File: src/rtl/piso_pkg.sv
// Shared definitions for the PISO transmit controller.
//   state_e        : controller FSM state encoding (two-state binary)
//   PISO_DEFAULT_N : default serialized word width
//   clog2()        : bit-counter width for a given word width (minimum 1)
package piso_pkg;

  typedef enum logic {
    IDLE  = 1'b0,
    SHIFT = 1'b1
  } state_e;

  localparam int PISO_DEFAULT_N = 8;

  // ceil(log2(value)), never less than 1 so a counter always has a bit.
  function automatic int clog2(input int value);
    int r;
    r = 1;
    for (int i = 1; i < 32; i++) begin
      if ((1 << i) < value) r = i + 1;
    end
    return r;
  endfunction

endpackage

File: src/rtl/piso_shift_reg.sv
// Parallel-in / serial-out shift register datapath.
//   CLK         : clock, rising edge
//   ASYNCRESETN : asynchronous active-low reset, clears the register
//   load        : capture pi (wins over shift)
//   shift       : shift left by one, FILL entering bit 0
//   pi[N-1:0]   : parallel input word
//   o           : MSB of the register (serial output)
module piso_shift_reg #(
  parameter int   N    = 8,
  parameter logic FILL = 1'b0
) (
  input  logic         CLK,
  input  logic         ASYNCRESETN,
  input  logic         load,
  input  logic         shift,
  input  logic [N-1:0] pi,
  output logic         o
);

  logic [N-1:0] sr_q;
  logic [N-1:0] sr_d;

  // Each bit picks the parallel input or its lower neighbour, then holds.
  always_comb begin
    sr_d = sr_q;
    for (int i = 0; i < N; i++) begin
      if (load) begin
        sr_d[i] = pi[i];
      end else if (shift) begin
        sr_d[i] = (i == 0) ? FILL : sr_q[(i == 0) ? 0 : i - 1];
      end
    end
  end

  always_ff @(posedge CLK or negedge ASYNCRESETN) begin
    if (!ASYNCRESETN) begin
      sr_q <= '0;
    end else begin
      sr_q <= sr_d;
    end
  end

  assign o = sr_q[N-1];

endmodule

File: src/rtl/piso_tx_controller.sv
// PISO transmit controller: ready/valid word intake, MSB-first serialization
// with stall, frame markers and back-to-back word support.
//   CLK, ASYNCRESETN   : clock and asynchronous active-low reset
//   data_in[N-1:0]     : parallel word
//   data_valid         : data_in offered
//   data_ready         : word accepted this cycle when data_valid is also high
//   stall              : freezes serialization while in SHIFT
//   sout, sout_valid   : serial bit and its qualifier
//   sof, eof           : first / last bit of a word
//   busy               : FSM is in SHIFT
module piso_tx_controller
  import piso_pkg::*;
#(
  parameter int   N    = PISO_DEFAULT_N,
  parameter logic FILL = 1'b0
) (
  input  logic         CLK,
  input  logic         ASYNCRESETN,
  input  logic [N-1:0] data_in,
  input  logic         data_valid,
  output logic         data_ready,
  input  logic         stall,
  output logic         sout,
  output logic         sout_valid,
  output logic         sof,
  output logic         eof,
  output logic         busy
);

  localparam int            CW   = clog2(N);
  localparam logic [CW-1:0] LAST = CW'(N - 1);

  state_e        state_q, state_d;
  logic [CW-1:0] bit_cnt_q, bit_cnt_d;
  logic          at_last;
  logic          xfer;
  logic          shift_en;

  assign busy    = (state_q == SHIFT);
  assign at_last = (bit_cnt_q == LAST);

  // Ready in IDLE, or on the final unstalled bit so the next word can
  // follow with no gap cycle.
  assign data_ready = !busy || (!stall && at_last);
  assign xfer       = data_valid && data_ready;

  always_comb begin
    state_d   = state_q;
    bit_cnt_d = bit_cnt_q;
    shift_en  = 1'b0;
    case (state_q)
      IDLE: begin
        if (xfer) begin
          state_d   = SHIFT;
          bit_cnt_d = '0;
        end
      end
      SHIFT: begin
        if (!stall) begin
          if (at_last) begin
            if (xfer) begin
              bit_cnt_d = '0;
            end else begin
              state_d = IDLE;
            end
          end else begin
            shift_en  = 1'b1;
            bit_cnt_d = bit_cnt_q + CW'(1);
          end
        end
      end
      default: begin
        state_d   = IDLE;
        bit_cnt_d = '0;
      end
    endcase
  end

  always_ff @(posedge CLK or negedge ASYNCRESETN) begin
    if (!ASYNCRESETN) begin
      state_q   <= IDLE;
      bit_cnt_q <= '0;
    end else begin
      state_q   <= state_d;
      bit_cnt_q <= bit_cnt_d;
    end
  end

  piso_shift_reg #(
    .N   (N),
    .FILL(FILL)
  ) u_shift_reg (
    .CLK        (CLK),
    .ASYNCRESETN(ASYNCRESETN),
    .load       (xfer),
    .shift      (shift_en),
    .pi         (data_in),
    .o          (sout)
  );

  assign sout_valid = busy && !stall;
  assign sof        = sout_valid && (bit_cnt_q == '0);
  assign eof        = sout_valid && at_last;

endmodule

File: config.mk
export PLATFORM = sky130hd
export DESIGN_NAME = piso_tx_controller
export DESIGN_NICKNAME = d
export VERILOG_FILES = /design/src/rtl/piso_pkg.sv /design/src/rtl/piso_shift_reg.sv /design/src/rtl/piso_tx_controller.sv
export SDC_FILE = /design/constraint.sdc
export NUM_CORES = 1
export LEC_CHECK = 0
export CORE_UTILIZATION = 50
export DETAILED_ROUTE_END_ITERATION = 12
export GPL_TIMING_DRIVEN = 0
export HOLD_SLACK_MARGIN = 0.05
export PLACE_DENSITY = 0.7
export SLEW_MARGIN = 15
export SYNTH_ARGS = -nofsm -noshare
export SYNTH_HDL_FRONTEND = slang
export SYNTH_SLANG_ARGS = --single-unit
File: constraint.sdc
create_clock -name CLK -period 6.9 [get_ports CLK]
set_clock_uncertainty 0.05 [all_clocks]
set_input_delay 1.38 -clock CLK [delete_from_list [all_inputs] [get_ports CLK]]
set_output_delay 1.38 -clock CLK [all_outputs]
set_load 0.01 [all_outputs]
==> flow_summary.toml, run 1 <==
[synthesis]
synthAdderAreaFrac_pct = 1.04
synth_edf_count = 0
synth-seq-area-share_pct = 42.6
synth_top_family_by_area = "simple AND/OR/NAND/NOR gates"
synth_async_sr_flop_share_pct = 100
synth_nets = 281
synth_flop_cell = "dfrtp_1"
syn-cell-area_mm2 = 0.00241
post_synth_num_cell_types = 49
synth_compound_area_share_pct = 20.4
synth_cells = 267
synthMuxAreaShare_pct = 3.01
synth_area_per_cell_um2 = 9.02
yosys_warnings = 0
synth_simple_gate_area_share_pct = 26.6
ys_ff_latch = 41
synthXorXnorAreaFrac_pct = 1.09

[timing]
relSlewSlack_pct = 26.6
rsz0062_at_grt = "false"
max_freq_mhz = 192
period_minus_slack_ns = 5.22
fin_crit_sh_pct = 75.6
setup_viol = 0
finalHoldViolCount = 0
final_max_slew_viol_count = 0
timing.hold.ws_ns = 0.422
fin_tns_setup_ns = 0
worst_pin_slew_ns = 1.09

[layout]
layout.nets = 305
area_delta_synth_final_pct = 14.2
fin_area_mm2 = 0.00275
final_cell_mix = "dfrtp_1 (41), nand2_1 (29), a21oi_1 (18), nor2_1 (17), clkdlybuf4s50_1 (15)"
n_antenna_cell = 0
drive_above_1_share_pct = 7.19
final_common_cell = "dfrtp_1"

[grt]
grt_start_max_net_pins = 27
antenna_found_initial = 0
grt_usage_pct = 26.1
grt_pass1_wl_mm = 10.2
grt.overflow.total = 0
grt_pass1_vias = 2073

[pwr]
p_per_area_mw_per_mm2 = 241
seq_power_share_pct = 46.2
p_int_uw = 442
power_uw = 662
peakVddDrop_uv = 196
p_clk_share_pct = 26.7
p_sw_uw = 220
pwr-share-comb_pct = 27.1
leakage_nw = 1.21
swShare_pct = 33.2

[drt]
drc_errors = 0
wl_per_cell_um = 17.7
vias = 2173
viasPerCell = 6.32
drt_wl_total_mm = 6.08
drtIter0Drc = 157
drt_first_pass_iters = 4
ant_nets = 0

[critical_path]
worstReg2RegEnd = "bit_cnt_q[6]"
startpoint_type = "input pin"
r2r_slack_ns = 3.97
crit-reg2reg-launch = "bit_cnt_q[0]"
cp.arrival_ns = 3.79
rr_worst_depth = 7
crit_path_end_kind = "output pin"
critPathKind = "in -> out"
cp_max_fo = 10
worstPathRequired_ns = 5.47

[clock_network]
clock_path_buffers = 2
clock-sinks = 41
root_buffer = "clkbuf_8"
hold_buffers = 0
insertion_delay_ns = 0.30
cts_resized = 0
cts_tree = "built"
cts_inserted_buffers = 5
clkTransAtPathRegs_ns = 0.07
htreeDepth = 2
post_cts_buffers = 0

[floorplanning]
core_mm2 = 0.00450
die_w_um = 71.4
dieArea_mm2 = 0.00510
fp-row-count = 24
ioPinCount = 18
start_util_pct = 53.5
dieHeight_um = 71.4

[placement]
placed_area_mm2 = 0.00265
dp_hpwl_mm = 4.22
port_buffers = 16
gp_congestion = 0.915

[hold_path]
whs_path_depth = 2
hold-path-endpoint = "u_shift_reg.sr_q[7]"
hold_path.startpoint = "u_shift_reg.sr_q[7]"
hold_class = "reg -> reg"

[outcome]
status = "finished, final reports clean"

[job]
maxCapViolations = 0
==> area by class of cell <==
| type | instances | area, um2 |
|---|---|---|
| buffer | 14 | 87.6 |
| clock buffer | 7 | 96.3 |
| clock inverter | 1 | 5.00 |
| fill | 413 | 1750 |
| inverter | 10 | 37.5 |
| multi-input combinational | 202 | 1260 |
| sequential | 41 | 1030 |
| tap | 52 | 65.1 |
| timing repair buffer | 17 | 175 |
==> power by group through the flow <==
stage | Sequential [mW] | Clock [mW] | Combinational (mW)
5_1_grt | 0.312 | 0.192 | 0.201
2_1_floorplan | 0.303 | 0 | 0.122
3_5_place_dp | 0.310 | 0 | 0.179
3_3_place_gp | 0.309 | 0 | 0.176
6_report | 0.305 | 0.177 | 0.179
4_1_cts | 0.305 | 0.178 | 0.180
==> metal layers <==
layer  track usage, %  share of wire [%]  wire length (um)  vias up
li1                 -                  -                 -     1058
met1             37.3                 48              2900     1045
met2             40.6                 47              2830       62
met3             4.92                4.5               275        8
met4             7.33                1.2                75        0
met5                0                  0                 0        -
==> through the flow <==
stage               std cells  util [%]  worst slack (ns)
floorplan                 267         -              3.14
global placement          335      58.5              1.68
detailed placement        336      58.8              1.72
CTS                       344      61.1              1.70
global route              344      61.1              1.60
finish                    344      61.1              1.68
==> cells in the mapped netlist, drive strengths merged (2+ instances only) <==
cell type   n  area (um2)
a21o        6        45.0
nand2      29         109
or4         5        37.5
nor4        7        43.8
a31oi       6        37.5
o21ai      16        80.1
and2        4        25.0
o31ai       4        57.6
a32o        2        20.0
buf         6        57.5
and4        8        70.1
xnor2       2        17.5
inv         9        33.8
a21oi      18        90.1
mux2i       5        50.1
nand2b      3        18.8
ha          2        25.0
a32oi       9        78.8
nand3      13        65.1
dfrtp      41        1030
or3         6        37.5
nor3        8        40.0
mux2        2        22.5
nor2       17        63.8
nand4      13        81.3
clkbuf      8        30.0
==> worst max-delay path, cell delays in order <==
cell and delay (ns):
clkdlybuf4s50_1 0.61, nand2b_1 0.33, clkinv_1 0.34, clkbuf_1 0.36, and4b_1 0.29, clkdlybuf4s50_1 0.48
==> worst max-delay path by stage <==
stage | start | to | slack, ns | cells past startpoint
global route | stall | sof | 1.60 | 6
CTS | stall | sof | 1.70 | 6
detailed placement | stall | sof | 1.72 | 6
global placement | stall | sof | 1.68 | 6
floorplan | stall | sof | 3.14 | 4
finish | stall | sof | 1.68 | 6
==> registers in the layout, indices dropped and copies added, names as in the netlist <==
register and flops:
bit_cnt_q 32, busy 1, u_shift_reg.sr_q 8
==> logic make-up (layout without fill, tap and decap cells) <==
kind of cell	count (synthesis)	in the layout
xor gates and xnor gates	3	3
buffers and inverters	24	49
muxes	7	7
AOI/OAI and AO/OA	71	71
adders and majority gates	2	2
DFF	41	41
and+or+nand+nor	119	119
No activity file was read; power rests on OpenSTA's default activity.
==> run 2, diff against run 1 <==
clock period = 5.2 ns   (was 6.9 ns; I/O delays follow)
==> results of run 2 <==
Same layout as run 1 (identical final DEF). Status: finished, final reports clean.
Main changes from that run: setup slack after placement 1.72 ns -> 0.695 ns; setup slack after layout 1.68 ns -> 0.664 ns; register-to-register setup slack 3.97 ns -> 2.27 ns; total power 0.662 mW -> 0.878 mW; worst IR drop on VDD 196 uV -> 261 uV
